## config.mk

```make
export PLATFORM = sky130hd
export DESIGN_NAME = vga_draw_arbiter_flat
export DESIGN_NICKNAME = d
export VERILOG_FILES = /design/src/rtl/draw_pkg.sv /design/src/rtl/vga_draw_arbiter_if.sv /design/src/rtl/rr_pick3.sv /design/src/rtl/vga_draw_arbiter.sv /design/src/flat_wrapper.sv
export SDC_FILE = /design/constraint.sdc
export NUM_CORES = 1
export LEC_CHECK = 0
export BUFFER_PORTS_ARGS = -buffer_cell sky130_fd_sc_hd__buf_2
export CORE_UTILIZATION = 40
export CTS_CLUSTER_DIAMETER = 80
export DETAILED_ROUTE_END_ITERATION = 8
export PLACE_DENSITY = 0.62
export SKIP_LAST_GASP = 1
export SLEW_MARGIN = 20
export SYNTH_ARGS = -nofsm -noshare
export SYNTH_HDL_FRONTEND = slang
export SYNTH_HIERARCHICAL = 1
export SYNTH_SLANG_ARGS = --single-unit
```

## constraint.sdc

```tcl
create_clock -name clk -period 4.2 [get_ports clk]
set_clock_uncertainty 0.15 [all_clocks]
set_input_delay 0.21 -clock clk [delete_from_list [all_inputs] [get_ports clk]]
set_output_delay 0.21 -clock clk [all_outputs]
set_load 0.05 [all_outputs]
```

## src/rtl/draw_pkg.sv

```systemverilog
`default_nettype none
// ----------------------------------------------------------------------------
// draw_pkg : screen geometry, requester indices and arbiter state encodings
// Rev 1.0
// ----------------------------------------------------------------------------
package draw_pkg;

  localparam int X_W   = 8;
  localparam int Y_W   = 7;
  localparam int C_W   = 3;
  localparam int N_REQ = 3;

  localparam logic [1:0] REQ_ERASE = 2'd0;
  localparam logic [1:0] REQ_BIRD  = 2'd1;
  localparam logic [1:0] REQ_PIPE  = 2'd2;

  typedef enum logic [1:0] {
    ST_IDLE    = 2'd0,
    ST_GRANT   = 2'd1,
    ST_RELEASE = 2'd2
  } arb_state_t;

  // Circular successor over the three requesters (0 -> 1 -> 2 -> 0).
  function automatic logic [1:0] next_idx(input logic [1:0] idx);
    return (idx >= REQ_PIPE) ? REQ_ERASE : idx + 2'd1;
  endfunction

  function automatic logic [1:0] onehot_to_idx(input logic [2:0] oh);
    logic [1:0] idx;
    idx = REQ_ERASE;
    if (oh[1]) idx = REQ_BIRD;
    if (oh[2]) idx = REQ_PIPE;
    return idx;
  endfunction

endpackage
`default_nettype wire

```

## src/rtl/vga_draw_arbiter_if.sv

```systemverilog
`default_nettype none
// ----------------------------------------------------------------------------
// vga_draw_arbiter_if : requester burst buses plus the shared VGA plot port
// Rev 1.0
// ----------------------------------------------------------------------------
interface vga_draw_arbiter_if;
  import draw_pkg::*;

  logic [N_REQ-1:0]     req;
  logic [N_REQ-1:0]     plot_in;
  logic [N_REQ-1:0]     last_in;
  logic [N_REQ*X_W-1:0] x_in;
  logic [N_REQ*Y_W-1:0] y_in;
  logic [N_REQ*C_W-1:0] c_in;
  logic [N_REQ-1:0]     gnt;
  logic [X_W-1:0]       vga_x;
  logic [Y_W-1:0]       vga_y;
  logic [C_W-1:0]       vga_colour;
  logic                 vga_plot;

  modport master (
    output req, plot_in, last_in, x_in, y_in, c_in,
    input  gnt, vga_x, vga_y, vga_colour, vga_plot
  );

  modport slave (
    input  req, plot_in, last_in, x_in, y_in, c_in,
    output gnt, vga_x, vga_y, vga_colour, vga_plot
  );

endinterface
`default_nettype wire

```

## src/rtl/rr_pick3.sv

```systemverilog
`default_nettype none
// ----------------------------------------------------------------------------
// rr_pick3 : first eligible requester at or after ptr, searched circularly
// Rev 1.0
// ----------------------------------------------------------------------------
module rr_pick3
  import draw_pkg::*;
(
  input  logic [2:0] eligible,
  input  logic [1:0] ptr,
  output logic [2:0] grant,
  output logic       valid
);

  always_comb begin
    logic [1:0] idx;
    grant = 3'b000;
    valid = 1'b0;
    idx   = (ptr > REQ_PIPE) ? REQ_ERASE : ptr;
    for (int k = 0; k < N_REQ; k++) begin
      if (!valid && eligible[idx]) begin
        grant[idx] = 1'b1;
        valid      = 1'b1;
      end
      idx = next_idx(idx);
    end
  end

endmodule
`default_nettype wire

```

## src/rtl/vga_draw_arbiter.sv

```systemverilog
`default_nettype none
// ----------------------------------------------------------------------------
// vga_draw_arbiter : once-per-frame round-robin sharing of the VGA plot port
// Rev 1.0
// ----------------------------------------------------------------------------
module vga_draw_arbiter
  import draw_pkg::*;
#(
  parameter logic [15:0] MAX_BURST = 16'd20000
) (
  input  logic               clk,
  input  logic               resetn,
  input  logic               frame_tick,
  vga_draw_arbiter_if.slave  bus,
  output logic               busy,
  output logic               overrun
);

  arb_state_t state, state_n;

  logic [2:0]     gnt_q, gnt_n;
  logic [2:0]     served, served_n;
  logic [1:0]     ptr, ptr_n;
  logic           tick_pend, tick_pend_n;
  logic [15:0]    cnt, cnt_n;
  logic           overrun_n;
  logic           plot_q, plot_n;
  logic [X_W-1:0] x_q, x_n;
  logic [Y_W-1:0] y_q, y_n;
  logic [C_W-1:0] c_q, c_n;

  logic [1:0]     g_idx;
  logic           g_req, g_plot, g_last;
  logic [X_W-1:0] g_x;
  logic [Y_W-1:0] g_y;
  logic [C_W-1:0] g_c;

  logic           tick_now;
  logic [2:0]     served_eff;
  logic [1:0]     ptr_eff;
  logic [2:0]     eligible;
  logic [2:0]     pick_gnt;
  logic           pick_valid;
  logic           done, abort, wd_hit;

  assign g_idx  = onehot_to_idx(gnt_q);
  assign g_req  = bus.req[g_idx];
  assign g_plot = bus.plot_in[g_idx];
  assign g_last = bus.last_in[g_idx];

  always_comb begin
    g_x = bus.x_in[0 +: X_W];
    g_y = bus.y_in[0 +: Y_W];
    g_c = bus.c_in[0 +: C_W];
    case (g_idx)
      REQ_BIRD: begin
        g_x = bus.x_in[X_W +: X_W];
        g_y = bus.y_in[Y_W +: Y_W];
        g_c = bus.c_in[C_W +: C_W];
      end
      REQ_PIPE: begin
        g_x = bus.x_in[2*X_W +: X_W];
        g_y = bus.y_in[2*Y_W +: Y_W];
        g_c = bus.c_in[2*C_W +: C_W];
      end
      default: ;
    endcase
  end

  // A pending or same-cycle frame tick takes effect before this cycle's pick.
  assign tick_now   = tick_pend | frame_tick;
  assign served_eff = tick_now ? 3'b000 : served;
  assign ptr_eff    = tick_now ? REQ_ERASE : ptr;
  assign eligible   = bus.req & ~served_eff;

  rr_pick3 u_pick (
    .eligible (eligible),
    .ptr      (ptr_eff),
    .grant    (pick_gnt),
    .valid    (pick_valid)
  );

  assign done   = g_plot & g_last;
  assign abort  = ~g_req;
  assign wd_hit = (cnt == MAX_BURST - 16'd1);

  always_comb begin
    state_n     = state;
    gnt_n       = gnt_q;
    served_n    = served;
    ptr_n       = ptr;
    tick_pend_n = tick_pend | frame_tick;
    cnt_n       = cnt;
    overrun_n   = overrun;
    plot_n      = 1'b0;
    x_n         = x_q;
    y_n         = y_q;
    c_n         = c_q;
    case (state)
      ST_IDLE: begin
        served_n    = served_eff;
        ptr_n       = ptr_eff;
        tick_pend_n = 1'b0;
        if (pick_valid) begin
          gnt_n   = pick_gnt;
          cnt_n   = 16'd0;
          state_n = ST_GRANT;
        end
      end
      ST_GRANT: begin
        cnt_n = cnt + 16'd1;
        // An aborting requester's pixel in the same cycle is dropped.
        if (g_plot && g_req) begin
          plot_n = 1'b1;
          x_n    = g_x;
          y_n    = g_y;
          c_n    = g_c;
        end
        if (done || abort || wd_hit) begin
          if (wd_hit && !(done || abort)) overrun_n = 1'b1;
          served_n = served | gnt_q;
          ptr_n    = next_idx(g_idx);
          gnt_n    = 3'b000;
          state_n  = ST_RELEASE;
        end
      end
      ST_RELEASE: state_n = ST_IDLE;
      default:    state_n = ST_IDLE;
    endcase
  end

  always_ff @(posedge clk) begin
    if (!resetn) begin
      state     <= ST_IDLE;
      gnt_q     <= 3'b000;
      served    <= 3'b000;
      ptr       <= REQ_ERASE;
      tick_pend <= 1'b0;
      cnt       <= 16'd0;
      overrun   <= 1'b0;
      plot_q    <= 1'b0;
      x_q       <= '0;
      y_q       <= '0;
      c_q       <= '0;
    end else begin
      state     <= state_n;
      gnt_q     <= gnt_n;
      served    <= served_n;
      ptr       <= ptr_n;
      tick_pend <= tick_pend_n;
      cnt       <= cnt_n;
      overrun   <= overrun_n;
      plot_q    <= plot_n;
      x_q       <= x_n;
      y_q       <= y_n;
      c_q       <= c_n;
    end
  end

  assign busy           = (state != ST_IDLE);
  assign bus.gnt        = gnt_q;
  assign bus.vga_plot   = plot_q;
  assign bus.vga_x      = x_q;
  assign bus.vga_y      = y_q;
  assign bus.vga_colour = c_q;

endmodule
`default_nettype wire

```

## src/flat_wrapper.sv

```systemverilog
// flat-port wrapper written by rule: the top's interface ports become plain ports
module vga_draw_arbiter_flat import draw_pkg::*;
#(
  parameter logic [15:0] MAX_BURST = 16'd20000
)
  (clk, resetn, frame_tick, busy, overrun, bus_req, bus_plot_in, bus_last_in, bus_x_in, bus_y_in, bus_c_in, bus_gnt, bus_vga_x, bus_vga_y, bus_vga_colour, bus_vga_plot);
  vga_draw_arbiter_if bus_i ();
  input  logic clk;
  input  logic resetn;
  input  logic frame_tick;
  output logic busy;
  output logic overrun;
  input wire logic [$bits(bus_i.req)-1:0] bus_req;
  input wire logic [$bits(bus_i.plot_in)-1:0] bus_plot_in;
  input wire logic [$bits(bus_i.last_in)-1:0] bus_last_in;
  input wire logic [$bits(bus_i.x_in)-1:0] bus_x_in;
  input wire logic [$bits(bus_i.y_in)-1:0] bus_y_in;
  input wire logic [$bits(bus_i.c_in)-1:0] bus_c_in;
  output wire logic [$bits(bus_i.gnt)-1:0] bus_gnt;
  output wire logic [$bits(bus_i.vga_x)-1:0] bus_vga_x;
  output wire logic [$bits(bus_i.vga_y)-1:0] bus_vga_y;
  output wire logic [$bits(bus_i.vga_colour)-1:0] bus_vga_colour;
  output wire logic [$bits(bus_i.vga_plot)-1:0] bus_vga_plot;
  assign bus_i.req = bus_req;
  assign bus_i.plot_in = bus_plot_in;
  assign bus_i.last_in = bus_last_in;
  assign bus_i.x_in = bus_x_in;
  assign bus_i.y_in = bus_y_in;
  assign bus_i.c_in = bus_c_in;
  assign bus_gnt = bus_i.gnt;
  assign bus_vga_x = bus_i.vga_x;
  assign bus_vga_y = bus_i.vga_y;
  assign bus_vga_colour = bus_i.vga_colour;
  assign bus_vga_plot = bus_i.vga_plot;
  vga_draw_arbiter #(.MAX_BURST(MAX_BURST)) u_core (.clk(clk), .resetn(resetn), .frame_tick(frame_tick), .bus(bus_i), .busy(busy), .overrun(overrun));
endmodule
```

==> impl_metrics.env, run 1 <==
export IMPL_status="completed"
export IMPL_synth_area_um2=2900
export IMPL_synth_edf_count=0
export IMPL_avgSynthCellArea_um2=7.93
export IMPL_hold_class="input port to flip-flop"
export IMPL_core_area_um2=6910
export IMPL_setup_violations=0
export IMPL_maxCapViolations=0
export IMPL_final_max_slew_violation_count=0
export IMPL_path_max_fanout=11
export IMPL_io_buffers=89
export IMPL_wl_per_cell_um=14.0
export IMPL_ir_drop_uv=143
export IMPL_dieWidth_um=87.2
export IMPL_end_kind="flip-flop"
export IMPL_cellPowerDensity_nw_per_um2=309
export IMPL_grt_overflow_total=0
export IMPL_place_area_um2=3390
export IMPL_synth_compound_area_share_pct=26.2
export IMPL_tightest_slew_ns=0.863
export IMPL_ys_top_cells_by_area="dfxtp_1 32%, mux2i_1 9.3%, nand3_1 5.7%, o21ai_0 5.5%, nand2_1 5.4%"
export IMPL_cts_max_level=2
export IMPL_start_util_pct=42.0
export IMPL_ys_seq_area_share_pct=32.4
export IMPL_die_y_um=87.2
export IMPL_num_rows=30
export IMPL_ys_flop_type="dfxtp_1"
export IMPL_pin_count=90
export IMPL_dpl_hpwl_mm=5.50
export IMPL_synth_async_reset_ratio_pct=0
export IMPL_via_per_inst=5.43
export IMPL_synth_mux_area_share_pct=10.5
export IMPL_post_cts_buffers=0
export IMPL_ys_warnings_count=6
export IMPL_setup_tns_final_ns=0
export IMPL_antenna_cells=0
export IMPL_yosys_area_share_simple_pct=23.9
export IMPL_nNetsFinal=512
export IMPL_slew_headroom_pct=42.5
export IMPL_clk_path_buf_depth=2
export IMPL_synthAdderAreaFrac_pct=2.15
export IMPL_path_class="flip-flop to flip-flop"
export IMPL_vias=2924
export IMPL_routed_wl_mm=7.52
export IMPL_cts_resized=0
export IMPL_p_leak_uw=0.00136
export IMPL_min_period_ns=3.05
export IMPL_root_buffer="clkbuf_8"
export IMPL_cts_tree="yes"
export IMPL_cts_buffers=5
export IMPL_gp_congestion=0.835
export IMPL_drcViolationCount=0
export IMPL_finalHoldViolations=0
export IMPL_worstPathArrival_ns=3.09
export IMPL_nFillCells=710
export IMPL_clkSinkCount=47
export IMPL_min_period_over_period_pct=72.6
export IMPL_synth_cell_type_count=53
export IMPL_cp_required_ns=4.24
export IMPL_dieArea_um2=7600
export IMPL_antenna_found_initial=0
export IMPL_grt_max_degree=30
export IMPL_synth_top_cell_area_share_pct=32.4
export IMPL_dp_cells=530
export IMPL_ys_seq_elements=47
export IMPL_yosysMostFrequentCell="dfxtp_1"
export IMPL_fmax_mhz=328
export IMPL_grt_pass1_wl_mm=12.5
export IMPL_clk_transition_reported_paths_ns=0.09
export IMPL_syn_num_nets=437
export IMPL_grtUsageTotal_pct=20.6
export IMPL_rsz0062_at_grt="false"
export IMPL_first_global_vias=2726
export IMPL_ctsHoldBuffers=0
export IMPL_drt_iter0_drc=196
export IMPL_final_cell_count_no_fill=538
export IMPL_synth_largest_area_cell="dfxtp_1"
export IMPL_dr_pass1_iters=4
export IMPL_ant_nets=0
export IMPL_syn_inst=366
export IMPL_synth_top_family_by_area="compound AO/OA/AOI/OAI gates"
export IMPL_synth_xor_area_share_pct=0.302
export IMPL_clock_latency_ns=0.30
export IMPL_area_growth_pct=19.8
export IMPL_start_kind="flip-flop"
export IMPL_finalInstanceArea_um2=3480
export IMPL_synth_common_cells="47 x dfxtp_1, 42 x nand2_1, 33 x nand3_1, 32 x o21ai_0, 27 x mux2i_1"
export IMPL_drive_gt1_share_pct=25.1
==> report_power, final <==
| part | switching (µW) | leakage [µW] | internal [µW] | total (µW) |
|---|---|---|---|---|
| registers | 20.5 | 0.000381 | 466 | 486 |
| logic | 211 | 0.000939 | 110 | 321 |
| clock network | 151 | 0.0000412 | 117 | 268 |
==> stage by stage <==
stage | power, µW | setup slack (ns) | hold slack [ns] | util, %
after CTS | 1080 | 1.21 | 0.136 | 50.4
after floorplan | 726 | 1.47 | 0.240 | -
after global placement | 812 | 1.33 | 0.288 | 49.1
after global routing | 1140 | 0.963 | 0.159 | 50.4
after detailed placement | 817 | 1.20 | 0.299 | 49.1
final | 1080 | 1.15 | 0.141 | 50.4
==> placed cells by master (no fill, tap or decap), drive strengths merged, types with 3 or more instances in the layout <==
cell type   n
nor2       12
nor3b       4
a31oi       3
o21ai      47
nand3b      4
a22o        5
nor3        8
and3        3
nand2b      8
nor2b       4
and2        3
clkbuf      6
o21a        5
a21boi      3
buf        94
nand3      33
inv         5
a21oi      26
a21o        4
o211ai      6
a311oi      3
dfxtp      47
nand2      42
mux2        3
mux2i      27
ha          5
==> path summary, 6_finish.rpt <==
kind / start / to / slack, ns / cells after the start
min: bus_c_in[7] / u_core/bus.vga_colour[1]$_SDFFE_PN0P_ / 0.14 / 5
max: u_core/tick_pend$_SDFF_PP0_ / u_core/bus.gnt[2]$_SDFFE_PN0P_ / 1.15 / 11
min reg2reg: u_core/overrun$_SDFFE_PN0P_ / u_core/overrun$_SDFFE_PN0P_ / 0.31 / 2
max reg2reg: u_core/tick_pend$_SDFF_PP0_ / u_core/bus.gnt[2]$_SDFFE_PN0P_ / 1.15 / 11
==> worst max-delay path: stages (launching register included) <==
cell	delay [ns]
dfxtp_1	0.32
nor2_1	0.27
and2_1	0.24
inv_1	0.07
ha_1	0.31
mux2i_1	0.17
o21ai_2	0.26
a21o_1	0.15
nor2_1	0.05
nor2_1	0.55
o22ai_1	0.19
a31o_1	0.21
==> layer usage <==
metal | wire length (µm) | part of all wire [%] | global-route usage, % | up-vias
met5 | 0 | 0 | 0 | -
met4 | 29 | 0.39 | 4.02 | 0
met3 | 529 | 7.0 | 4.55 | 2
met2 | 3460 | 46 | 34.6 | 109
met1 | 3500 | 47 | 27.1 | 1327
li1 | - | - | - | 1486
==> state kept, by name (all words and copies together), names as in the netlist <==
signal	count
u_core/state	2
u_core/bus.gnt	3
u_core/overrun	1
u_core/bus.vga_plot	1
u_core/cnt	16
u_core/tick_pend	1
u_core/served	3
u_core/bus.vga_colour	3
u_core/bus.vga_y	7
u_core/ptr	2
u_core/bus.vga_x	8
==> cell type report <==
class                   instances  area, µm²  share of cell area [%]
repair buffers                 94        483                    13.9
clock inverters                 2       12.5                   0.360
inverters                       6       22.5                   0.647
multi-input cells             287       1830                    52.5
flip-flops and latches         47        941                    27.0
clock buffers                   6       72.6                    2.09
well taps                      96        120                    3.45
==> cell families after synthesis <==
kind of cell / after synthesis
fa+ha+maj: 5
xor+xnor: 1
flops: 47
compound gates: 118
mux: 30
simple gates: 133
buf+inv: 32
(Power assumes the default switching activity.)
==> run 2, diff against run 1 <==
clock period = 2.9 ns   (was 4.2 ns; I/O delays follow)
==> run 2 against run 1 <==
  * Wire length grew 0.76%
  * Clock power rose by 65%
  * Utilization grew 0.92 points
  * Combinational power is 50% higher
  * Count of clock-buffer cells in the layout up 1
==> impl_metrics.env, run 2 (synthesis gave the netlist of run 1 again) <==
export IMPL_clock_latency_ns=0.30
export IMPL_die_y_um=87.2
export IMPL_min_period_over_period_pct=91.4
export IMPL_clk_transition_reported_paths_ns=0.09
export IMPL_first_global_vias=2700
export IMPL_ir_drop_uv=218
export IMPL_hp_start="bus_c_in[7]"
export IMPL_path_class="flip-flop to flip-flop"
export IMPL_finalInstanceArea_um2=3540
export IMPL_slowest_stage="dfxtp_1"
export IMPL_cp_num_buf_inv=1
export IMPL_dieArea_um2=7600
export IMPL_path_delay_family="simple AND/OR/NAND/NOR gates"
export IMPL_finalHoldViolations=0
export IMPL_final_max_slew_violation_count=0
export IMPL_largest_reg_flops=16
export IMPL_final_common_cell="buf_2"
export IMPL_drive_gt1_share_pct=26.8
export IMPL_root_buffer="clkbuf_8"
export IMPL_switchingPower_uw=561
export IMPL_grt_max_degree=39
export IMPL_grt_overflow_total=0
export IMPL_pin_count=90
export IMPL_regMostFlops="u_core/cnt"
export IMPL_cts_max_level=2
export IMPL_maxCapViolations=0
export IMPL_cts_buffers=5
export IMPL_final_cell_count_no_fill=543
export IMPL_cts_tree="yes"
export IMPL_setup_tns_final_ns=0
export IMPL_wl_per_cell_um=14.0
export IMPL_core_area_um2=6910
export IMPL_drt_iter0_drc=145
export IMPL_status="completed"
export IMPL_fmax_mhz=377
export IMPL_dieWidth_um=87.2
export IMPL_reg2reg_from="u_core/tick_pend$_SDFF_PP0_"
export IMPL_end_kind="flip-flop"
export IMPL_slew_headroom_pct=54.3
export IMPL_pwr_share_clk_pct=27.2
export IMPL_path_max_fanout=10
export IMPL_drcViolationCount=0
export IMPL_num_rows=30
export IMPL_cp_required_ns=2.99
export IMPL_seq_power_share_pct=43.3
export IMPL_internal_power_uw=1060
export IMPL_start_kind="flip-flop"
export IMPL_crit_chain="nor2_2 -> and2_1 -> inv_1 -> ha_1 -> a22o_1 -> a211o_1 -> a21o_1 -> or3b_4 -> nand2_1 -> mux2_2 -> nor2_1"
export IMPL_grt_pass1_wl_mm=12.8
export IMPL_io_buffers=89
export IMPL_area_growth_pct=22.0
export IMPL_swShare_pct=34.5
export IMPL_antenna_cells=0
export IMPL_post_cts_buffers=0
export IMPL_dp_cells=535
export IMPL_antenna_found_initial=0
export IMPL_mostFrequentLayoutCells="89 x buf_2, 47 x dfxtp_1, 42 x nand2_1"
export IMPL_routed_wl_mm=7.58
export IMPL_crit_path_max_incr_delay_ns=0.33
export IMPL_place_area_um2=3430
export IMPL_comb_power_share_pct=29.5
export IMPL_cp_startpoint="u_core/tick_pend$_SDFF_PP0_"
export IMPL_start_util_pct=42.0
export IMPL_gp_congestion=0.828
export IMPL_via_per_inst=5.38
export IMPL_nFillCells=712
export IMPL_tightest_slew_ns=0.680
export IMPL_hold_class="input port to flip-flop"
export IMPL_clkSinkCount=47
export IMPL_nNetsFinal=517
export IMPL_min_period_ns=2.65
export IMPL_regArea_um2=941
export IMPL_multi_input_area_um2=1840
export IMPL_worstPathArrival_ns=2.74
export IMPL_ctsHoldBuffers=0
export IMPL_p_leak_uw=0.00139
export IMPL_vias=2919
export IMPL_cellPowerDensity_nw_per_um2=459
export IMPL_rsz0062_at_grt="false"
export IMPL_dr_pass1_iters=4
export IMPL_dpl_hpwl_mm=5.53
export IMPL_setup_violations=0
export IMPL_ant_nets=0
export IMPL_clk_path_buf_depth=2
export IMPL_grtUsageTotal_pct=21.2
-- run 2: changes by cell type in the layout (fill, tap and decap cells not counted), sizes merged --
cell | before | now
clkbuf | 6 | 7
buf | 94 | 99
clkinv | 2 | 1
-- run 2: what timing repair did --
| action | in CTS | in global routing |
|---|---|---|
| gates cloned | 0 | 0 |
| endpoints found under the setup margin | 1 | 14 |
| resized for setup | 1 | 2 |
-- run 2: final cells by class --
class | instances | share of cell area, %
repair buffers | 99 | 14.7
multi-input cells | 287 | 51.8
clock inverters | 1 | 0.212
flip-flops and latches | 47 | 26.6
well taps | 96 | 3.39
inverters | 6 | 0.636
clock buffers | 7 | 2.72
-- run 2: worst reg2reg max path: stages, from the launching register on --
cell and delay [ns]:
dfxtp_1 0.33, nor2_2 0.18, and2_1 0.21, inv_1 0.08, ha_1 0.29, a22o_1 0.21, a211o_1 0.26, a21o_1 0.18
or3b_4 0.31, nand2_1 0.06, mux2_2 0.26, nor2_1 0.07
-- run 2: metrics by stage --
stage / total power (µW) / hold WS, ns / worst slack, ns / util, %
after detailed placement: 1200 / 0.294 / 0.0219 / 49.7
after CTS: 1640 / 0.0611 / 0.0789 / 51.2
final: 1630 / 0.0730 / 0.248 / 51.3
after global placement: 1190 / 0.287 / 0.0858 / 49.7
after global routing: 1720 / 0.0869 / 0.0606 / 51.3
after floorplan: 1050 / 0.175 / 0.174 / -
-- run 2: layer usage --
| layer | global-route usage, % | part of all wire, % |
|---|---|---|
| met5 | 0 | 0 |
| met4 | 5.81 | 0.67 |
| met2 | 34.4 | 46 |
| met3 | 3.60 | 5.2 |
| met1 | 29.0 | 48 |
-- run 2: worst paths after layout --
path | endpoint | slack (ns) | cells past startpoint
max | u_core/cnt[7]$_SDFFE_PN0P_ | 0.25 | 11
max reg2reg | u_core/cnt[7]$_SDFFE_PN0P_ | 0.25 | 11
min | u_core/bus.vga_colour[1]$_SDFFE_PN0P_ | 0.07 | 5
min reg2reg | u_core/overrun$_SDFFE_PN0P_ | 0.30 | 2
-- run 2: power groups by stage --
stage | registers (µW) | clock network (µW) | logic (µW)
3_5_place_dp | 717 | 0 | 478
2_1_floorplan | 769 | 0 | 283
6_report | 703 | 442 | 480
3_3_place_gp | 717 | 0 | 471
4_1_cts | 703 | 457 | 482
5_1_grt | 708 | 488 | 527
==> run 3, diff against run 2 <==
CELL_PAD_IN_SITES_DETAIL_PLACEMENT = 2   (was not set)
CELL_PAD_IN_SITES_GLOBAL_PLACEMENT = 2   (was not set)
CORE_UTILIZATION = 29   (was 40)
PLACE_DENSITY = 0.78   (was 0.62)
==> run 3 against run 2 <==
  * Highest routed layer unchanged
  * Global-route usage shrank 1.1 points
  * Register-to-register slack worse by 0.06 ns
  * Clock power is 4.5% lower
  * Wire length increased by 30%
==> impl_metrics.env, run 3 (synthesis gave the netlist of run 1 again) <==
export IMPL_grt_max_degree=33
export IMPL_regMostFlops="u_core/cnt"
export IMPL_rsz0062_at_grt="false"
export IMPL_r2r_end="u_core/cnt[7]$_SDFFE_PN0P_"
export IMPL_pin_count=90
export IMPL_dieWidth_um=102
export IMPL_dieArea_um2=10400
export IMPL_min_path_cells=5
export IMPL_vias=3035
export IMPL_mostFrequentLayoutCells="89 x buf_2, 47 x dfxtp_1, 42 x nand2_1"
export IMPL_routed_wl_mm=9.82
export IMPL_via_per_inst=5.23
export IMPL_nNetsFinal=518
export IMPL_setup_tns_final_ns=0
export IMPL_cts_buffers=5
export IMPL_largest_reg_flops=16
export IMPL_status="completed"
export IMPL_place_area_um2=3490
export IMPL_antenna_cells=0
export IMPL_r2r_cells=11
export IMPL_area_growth_pct=23.1
export IMPL_cts_max_level=2
export IMPL_path_class="flip-flop to flip-flop"
export IMPL_nFillCells=1205
export IMPL_finalHoldViolations=0
export IMPL_clk_transition_reported_paths_ns=0.09
export IMPL_worstPathArrival_ns=2.81
export IMPL_maxCapViolations=0
export IMPL_slew_headroom_pct=53.8
export IMPL_clock_latency_ns=0.31
export IMPL_post_cts_buffers=0
export IMPL_grtUsageTotal_pct=20.0
export IMPL_multi_input_area_um2=1830
export IMPL_drive_gt1_share_pct=26.4
export IMPL_tightest_slew_ns=0.688
export IMPL_drcViolationCount=0
export IMPL_clkSinkCount=47
export IMPL_p_leak_uw=0.00140
export IMPL_root_buffer="clkbuf_8"
export IMPL_finalInstanceArea_um2=3580
export IMPL_holdWs_ns=0.0767
export IMPL_reg2reg_from="u_core/tick_pend$_SDFF_PP0_"
export IMPL_hold_class="input port to flip-flop"
export IMPL_die_y_um=102
export IMPL_wl_per_cell_um=16.9
export IMPL_min_period_over_period_pct=93.4
export IMPL_cp_required_ns=3.00
export IMPL_hp_start="bus_x_in[20]"
export IMPL_first_global_vias=3265
export IMPL_setup_violations=0
export IMPL_path_max_fanout=11
export IMPL_antenna_found_initial=0
export IMPL_core_area_um2=9730
export IMPL_drt_iter0_drc=97
export IMPL_total_power_uw=1630
export IMPL_dpl_hpwl_mm=7.59
export IMPL_dr_pass1_iters=4
export IMPL_cellPowerDensity_nw_per_um2=454
export IMPL_start_util_pct=29.8
export IMPL_start_kind="flip-flop"
export IMPL_min_to="u_core/bus.vga_x[4]$_SDFFE_PN0P_"
export IMPL_fmax_mhz=369
export IMPL_grt_pass1_wl_mm=16.2
export IMPL_gp_congestion=0.744
export IMPL_regArea_um2=941
export IMPL_final_max_slew_violation_count=0
export IMPL_clk_path_buf_depth=2
export IMPL_io_buffers=89
export IMPL_ir_drop_uv=186
export IMPL_cts_tree="yes"
export IMPL_end_kind="flip-flop"
export IMPL_final_common_cell="buf_2"
export IMPL_min_period_ns=2.71
export IMPL_ctsHoldBuffers=0
export IMPL_ant_nets=0
export IMPL_grt_overflow_total=0
export IMPL_r2r_slack_ns=0.19
export IMPL_num_rows=36
==> run 3: cell count changes in the layout (fill, tap and decap cells not counted) <==
cell / before / now
a21boi_0: 3 / 2
a21boi_1: 0 / 1
buf_4: 10 / 11
clkbuf_8: 7 / 6
clkinv_2: 0 / 1
clkinvlp_4: 1 / 0
ha_1: 4 / 5
ha_2: 1 / 0
nor2_1: 11 / 12
nor2_2: 1 / 0
==> run 3: what timing repair did <==
| action | CTS | global route |
|---|---|---|
| resized for setup | 1 | 1 |
| endpoints found under the setup margin | 1 | 2 |
| cloned | 0 | 0 |
| pin swaps | 0 | 0 |
| endpoints found under the hold margin | 0 | 0 |
==> run 3: cell type report <==
class / instances / share of cell area (%)
flip-flops and latches: 47 / 26.3
clock buffers: 6 / 2.31
inverters: 6 / 0.630
well taps: 133 / 4.65
multi-input cells: 287 / 51.2
clock inverters: 1 / 0.140
repair buffers: 100 / 14.8
==> run 3: critical path, stage by stage, from the launching register on <==
cell and delay, ns:
dfxtp_1 0.32, nor2_1 0.14, and2_1 0.19, inv_1 0.07, ha_1 0.33, a22o_1 0.29
a211o_1 0.26, a21o_1 0.18, or3b_4 0.31, nand2_1 0.07, mux2_2 0.27, nor2_1 0.08
==> run 3: how the worst max path moves through the flow <==
stage	start	end	slack, ns	cells past startpoint
after floorplan	u_core/tick_pend$_SDFF_PP0_	u_core/cnt[7]$_SDFFE_PN0P_	0.17	13
after global placement	u_core/tick_pend$_SDFF_PP0_	u_core/cnt[7]$_SDFFE_PN0P_	0.20	11
after detailed placement	u_core/tick_pend$_SDFF_PP0_	u_core/cnt[7]$_SDFFE_PN0P_	0.008	10
after CTS	u_core/tick_pend$_SDFF_PP0_	u_core/cnt[7]$_SDFFE_PN0P_	0.07	11
after global routing	u_core/tick_pend$_SDFF_PP0_	u_core/cnt[12]$_SDFFE_PN0P_	0.03	11
final	u_core/tick_pend$_SDFF_PP0_	u_core/cnt[7]$_SDFFE_PN0P_	0.19	11
==> run 3: report_power, final <==
part	internal [µW]	total [µW]	switching (µW)
clock network	188	422	235
logic	173	494	321
registers	674	708	34.0
total	1040	1630	590
==> run 3: per-stage QoR <==
step           instances  worst slack, ns  util, %
6_report             580            0.191     36.8
5_1_grt              580           0.0327     36.8
4_1_cts              580           0.0732     36.7
3_5_place_dp         573          0.00761     35.8
3_3_place_gp         573            0.200     35.8
2_1_floorplan        366            0.174        -
==> run 3: layer usage <==
| layer | GRT usage, % | share of wire (%) |
|---|---|---|
| met1 | 23.7 | 45 |
| met2 | 37.2 | 49 |
| met3 | 4.45 | 5.2 |
| met4 | 3.63 | 0.60 |
| met5 | 0 | 0 |
